File: src/rtl/operand_fwd_stage_pkg.sv
// Shared types and defaults for the operand forwarding stage.
// Imported by the forwarding selector and the stage top.
package operand_fwd_stage_pkg;

    localparam int XLEN_D = 32;
    localparam int RAW_D  = 5;

    typedef enum logic [1:0] {
        RF2SRC0   = 2'd0,
        PC2SRC0   = 2'd1,
        ZERO2SRC0 = 2'd2
    } src0sel_t;

    typedef enum logic {
        RF2SRC1 = 1'b0,
        IMM2SRC1 = 1'b1
    } src1sel_t;

endpackage

File: src/rtl/operand_fwd_stage_fwd_sel.sv
// Priority forwarding match for one operand read port.
// Lowest port index is youngest and wins; reg 0 is never forwarded.
module operand_fwd_stage_fwd_sel
    import operand_fwd_stage_pkg::*;
#(
    parameter int XLEN    = XLEN_D,
    parameter int RAW     = RAW_D,
    parameter int NUM_FWD = 3
) (
    input  logic [RAW-1:0]          addr,
    input  logic [XLEN-1:0]         p,
    input  logic [NUM_FWD-1:0]      fwd_vld,
    input  logic [NUM_FWD-1:0]      fwd_pend,
    input  logic [NUM_FWD*RAW-1:0]  fwd_addr,
    input  logic [NUM_FWD*XLEN-1:0] fwd_data,
    output logic [XLEN-1:0]         data,
    output logic                    pend
);

    // Walk oldest to youngest so the youngest match is written last.
    always_comb begin
        data = p;
        pend = 1'b0;
        for (int i = NUM_FWD - 1; i >= 0; i--) begin
            if (fwd_vld[i] && (fwd_addr[i*RAW +: RAW] == addr)
                && (addr != '0)) begin
                data = fwd_data[i*XLEN +: XLEN];
                pend = fwd_pend[i];
            end
        end
    end

endmodule

File: src/rtl/operand_fwd_stage.sv
// Decode->execute operand stage: source select with forwarding,
// load-use hazard detection and a valid/ready ID/EX register.
module operand_fwd_stage
    import operand_fwd_stage_pkg::*;
#(
    parameter int XLEN    = XLEN_D,
    parameter int RAW     = RAW_D,
    parameter int NUM_FWD = 3,
    parameter int CNT_W   = 16
) (
    input  logic                    clk,
    input  logic                    rst_n,
    input  src0sel_t                src0sel,
    input  src1sel_t                src1sel,
    input  logic [RAW-1:0]          rs0_addr,
    input  logic [RAW-1:0]          rs1_addr,
    input  logic [XLEN-1:0]         p0,
    input  logic [XLEN-1:0]         p1,
    input  logic [XLEN-1:0]         pc,
    input  logic [XLEN-1:0]         imm,
    input  logic                    in_vld,
    output logic                    in_rdy,
    input  logic [NUM_FWD-1:0]      fwd_vld,
    input  logic [NUM_FWD-1:0]      fwd_pend,
    input  logic [NUM_FWD*RAW-1:0]  fwd_addr,
    input  logic [NUM_FWD*XLEN-1:0] fwd_data,
    input  logic                    flush,
    output logic                    out_vld,
    input  logic                    out_rdy,
    output logic [XLEN-1:0]         src0_q,
    output logic [XLEN-1:0]         src1_q,
    output logic                    hazard,
    output logic [CNT_W-1:0]        stall_cnt,
    input  logic                    cnt_clr
);

    localparam logic [CNT_W-1:0] CNT_MAX = '1;

    logic [XLEN-1:0] fwd0;
    logic [XLEN-1:0] fwd1;
    logic            pend0;
    logic            pend1;
    logic [XLEN-1:0] src0;
    logic [XLEN-1:0] src1;
    logic            use0;
    logic            use1;
    logic            load;

    operand_fwd_stage_fwd_sel #(
        .XLEN    (XLEN),
        .RAW     (RAW),
        .NUM_FWD (NUM_FWD)
    ) u_fwd_sel0 (
        .addr     (rs0_addr),
        .p        (p0),
        .fwd_vld  (fwd_vld),
        .fwd_pend (fwd_pend),
        .fwd_addr (fwd_addr),
        .fwd_data (fwd_data),
        .data     (fwd0),
        .pend     (pend0)
    );

    operand_fwd_stage_fwd_sel #(
        .XLEN    (XLEN),
        .RAW     (RAW),
        .NUM_FWD (NUM_FWD)
    ) u_fwd_sel1 (
        .addr     (rs1_addr),
        .p        (p1),
        .fwd_vld  (fwd_vld),
        .fwd_pend (fwd_pend),
        .fwd_addr (fwd_addr),
        .fwd_data (fwd_data),
        .data     (fwd1),
        .pend     (pend1)
    );

    assign use0 = (src0sel == RF2SRC0);
    assign use1 = (src1sel == RF2SRC1);

    always_comb begin
        src0 = '0;
        unique case (src0sel)
            RF2SRC0: src0 = fwd0;
            PC2SRC0: src0 = pc;
            default: src0 = '0;
        endcase
    end

    assign src1   = use1 ? fwd1 : imm;
    assign hazard = in_vld & ((use0 & pend0) | (use1 & pend1));
    assign in_rdy = flush | (~hazard & (~out_vld | out_rdy));
    assign load   = in_vld & in_rdy & ~flush;

    always_ff @(posedge clk) begin
        if (!rst_n) begin
            out_vld <= 1'b0;
            src0_q  <= '0;
            src1_q  <= '0;
        end else if (flush) begin
            out_vld <= 1'b0;
        end else if (load) begin
            out_vld <= 1'b1;
            src0_q  <= src0;
            src1_q  <= src1;
        end else if (out_rdy) begin
            out_vld <= 1'b0;
        end
    end

    always_ff @(posedge clk) begin
        if (!rst_n) begin
            stall_cnt <= '0;
        end else if (cnt_clr) begin
            stall_cnt <= '0;
        end else if (hazard && !flush && (stall_cnt != CNT_MAX)) begin
            stall_cnt <= stall_cnt + 1'b1;
        end
    end

endmodule

File: config.mk
export PLATFORM = sky130hd
export DESIGN_NAME = operand_fwd_stage
export DESIGN_NICKNAME = d
export VERILOG_FILES = /design/src/rtl/operand_fwd_stage_pkg.sv /design/src/rtl/operand_fwd_stage_fwd_sel.sv /design/src/rtl/operand_fwd_stage.sv
export SDC_FILE = /design/constraint.sdc
export NUM_CORES = 1
export LEC_CHECK = 0
export CAP_MARGIN = 10
export CORE_MARGIN = 5
export CORE_UTILIZATION = 36
export CTS_BUF_LIST = sky130_fd_sc_hd__clkbuf_8 sky130_fd_sc_hd__clkbuf_16
export DETAILED_ROUTE_END_ITERATION = 8
export PLACE_DENSITY = 0.89
export RECOVER_POWER = 100
export SYNTH_ARGS = -nofsm -noshare
export SYNTH_HDL_FRONTEND = slang
export SYNTH_SLANG_ARGS = --single-unit
File: constraint.sdc
create_clock -name clk -period 2.65 [get_ports clk]
set_clock_uncertainty 0.15 [all_clocks]
set_input_delay 0.3975 -clock clk [delete_from_list [all_inputs] [get_ports clk]]
set_output_delay 0.3975 -clock clk [all_outputs]
set_load 0.05 [all_outputs]
==> out/results.ini <==
[floorplanning]
ioPinCount = 347
coreArea_um2 = 17200
die-area_um2 = 20100
fp.dieH_um = 142
start_util_pct = 36.5
num_rows = 48
die_w_um = 142

[clocking]
cts_tree = built
numCtsBuffers = 9
cts_root_buf = clkbuf_16
clockBufferDepth = 2
cts_max_level = 3
path_clk_slew_ns = 0.06
clock_latency_ns = 0.34
clock-sinks = 81

[placed_design]
globalplace.congestion = 0.927
dp.final_hpwl_mm = 22.0
numPortBuffers = 346

[drt]
drt-total-wl_mm = 29.1
dr_wl_met3_mm = 2.72
drt-met1-wl_mm = 11.0
drt_iter0_drc = 527
firstDrtPassIters = 6
routedWlPerCell_um = 21.3
met2WireLength_mm = 14.1
drcViolationCount = 0
highest_layer = met4
vias = 7768
postRouteAntennaNets = 0
avgViaCountPerCell = 5.68

[layout]
num_antenna_cells = 0
postLayoutCoreUtil_pct = 65.0
layout-drive-gt1-share_pct = 15.7
final_nets = 1402
area_delta_synth_final_pct = 78.2

[synth]
synth_flop_cell = dfxtp_1
ys_top_cells_by_count = mux2i_1, dfxtp_1, o31ai_1
yosysTopAreaCellShare_pct = 25.9
synthCells = 758
synth_area_per_cell_um2 = 8.27
yosysMostFrequentCell = mux2i_1
synth_cell_types = 40
syn_nets = 1023
syn-cell-area_um2 = 6270
seq_area_frac_synth_pct = 25.9
synth-edff-count = 0
async_flop_share_pct = 0
synth_top_area_cell = dfxtp_1
ys.warnings.count = 0
synth-seq-cells = 81
synthTopCellsByArea = dfxtp_1, mux2i_1, o31ai_1

[global_routing]
grt_max_degree = 39
grt_pass1_vias = 8210
antenna_found_initial = 0
grt_use_total_pct = 27.2
grt_overflow = 0
grt_pass1_wl_mm = 43.1

[setup_path]
critPathKind = in -> out
worstPathMaxFanout = 4
crit_required_ns = 2.10
cp-end-kind = primary output
start_kind = primary input
crit_arrival_ns = 2.37

[sta]
slew_headroom_pct = 54.3
tns_ns = -9.23
setup_violations = 75
worstMarginPinSlew_ns = 0.684
setup_slack_ns = -0.265
period_needed_ns = 2.92
clock.fmax_ghz = 0.343
hold_slack_ns = 0.309
grt_setup_unrepaired = true
period_share_pct = 110
slew_violations = 0
hold_viol_final = 0

[power]
intPower_w = 0.00274
total_power_w = 0.00394
p_comb_share_pct = 35.1
p_clk_share_pct = 32.0
peakVddDrop_mv = 0.362
switchingPower_w = 0.00120
p_leak_nw = 4.72
p_per_area_nw_per_um2 = 353
swShare_pct = 30.4
p_seq_share_pct = 32.9

[worst_hold_path]
hp-class = reg -> reg

[flow_run]
maxCapViolations = 0

[outcome]
violations = negative setup slack
status = finished with violations

-- through the flow --
stage | instances | setup WS (ns) | cell area (um2)
floorplan | 758 | -0.135 | 6300
global placement | 1338 | -0.697 | 10500
detailed placement | 1338 | -0.751 | 10500
CTS | 1366 | -0.231 | 11100
global route | 1367 | -0.309 | 11200
finish | 1367 | -0.265 | 11200
-- worst max-delay path, stage by stage --
cell      delay [ns]
buf_8           0.10
buf_4           0.12
buf_4           0.12
xnor2_1         0.14
nand4_1         0.22
nor3_2          0.33
a311oi_2        0.09
o32a_4          0.33
nand2b_4        0.16
a21o_4          0.20
buf_8           0.14
-- state kept, by name, summed over array words and instances (netlist names) --
register / flops
out_vld: 1
stall_cnt: 16
src0_q: 32
src1_q: 32
-- routing by layer --
layer	GRT usage, %	vias up
met3	8.17	89
li1	-	3585
met1	30.9	3637
met2	47.4	457
met4	12.0	0
met5	0	-
-- logic make-up (layout without fill, tap and decap cells) --
group	Yosys count	after routing	synth area share (%)
simple gates	218	218	18.8
flops	81	81	25.9
mux	128	128	20.6
fa+ha+maj	1	1	0.200
compound gates	228	228	25.5
buf+inv	72	456	4.79
xor+xnor	30	30	4.19
-- cell type report --
type / instances / area [um2]
clock buffer: 10 / 239
clock inverter: 6 / 57.6
fill: 1400 / 6010
inverter: 3 / 15.0
multi-input combinational: 605 / 4560
sequential: 81 / 1620
tap: 225 / 282
timing repair buffer: 437 / 4390
-- power by group through the flow --
stage | clock (W) | combinational (W) | sequential [W]
4_1_cts | 0.00127 | 0.00139 | 0.00130
3_5_place_dp | 0 | 0.00134 | 0.00133
5_1_grt | 0.00135 | 0.00146 | 0.00130
2_1_floorplan | 0 | 0.000409 | 0.00150
6_report | 0.00126 | 0.00138 | 0.00130
3_3_place_gp | 0 | 0.00131 | 0.00132
-- cell usage in the layout (no fill, tap or decap), drive strengths merged, types with 7 or more instances in the layout --
cell             n
a211o           56
nand2           71
mux2             8
or4             12
dlygate4sd2     11
clkbuf          12
dlygate4sd3     81
a211oi           8
nor2             7
dfxtp           81
clkdlybuf4s50  236
and2            12
o31ai           72
or3              8
buf            104
mux2i          120
xnor2           22
nand4            7
o21ai           69
nand2b          68
a21oi           12
nand3           14
xor2             8
-- path summary, 6_finish.rpt --
check,start,depth (start not counted),endpoint,slack [ns]
worst max-delay path,rs1_addr[2],11,in_rdy,-0.27
worst min-delay path,src0_q[12]$_SDFFE_PN0P_,2,src0_q[12]$_SDFFE_PN0P_,0.31
worst max register to register,stall_cnt[2]$_SDFFE_PP0P_,7,stall_cnt[11]$_SDFFE_PP0P_,0.16
worst min register to register,src0_q[12]$_SDFFE_PN0P_,2,src0_q[12]$_SDFFE_PN0P_,0.31
-- what timing repair did --
item,in CTS,in global routing
pin swaps,24,6
setup endpoints to repair,81,77
buffers inserted,8,1
gates resized for setup,91,22
hold buffers,0,0
gates cloned,4,0
No activity file was read; power rests on OpenSTA's default activity.
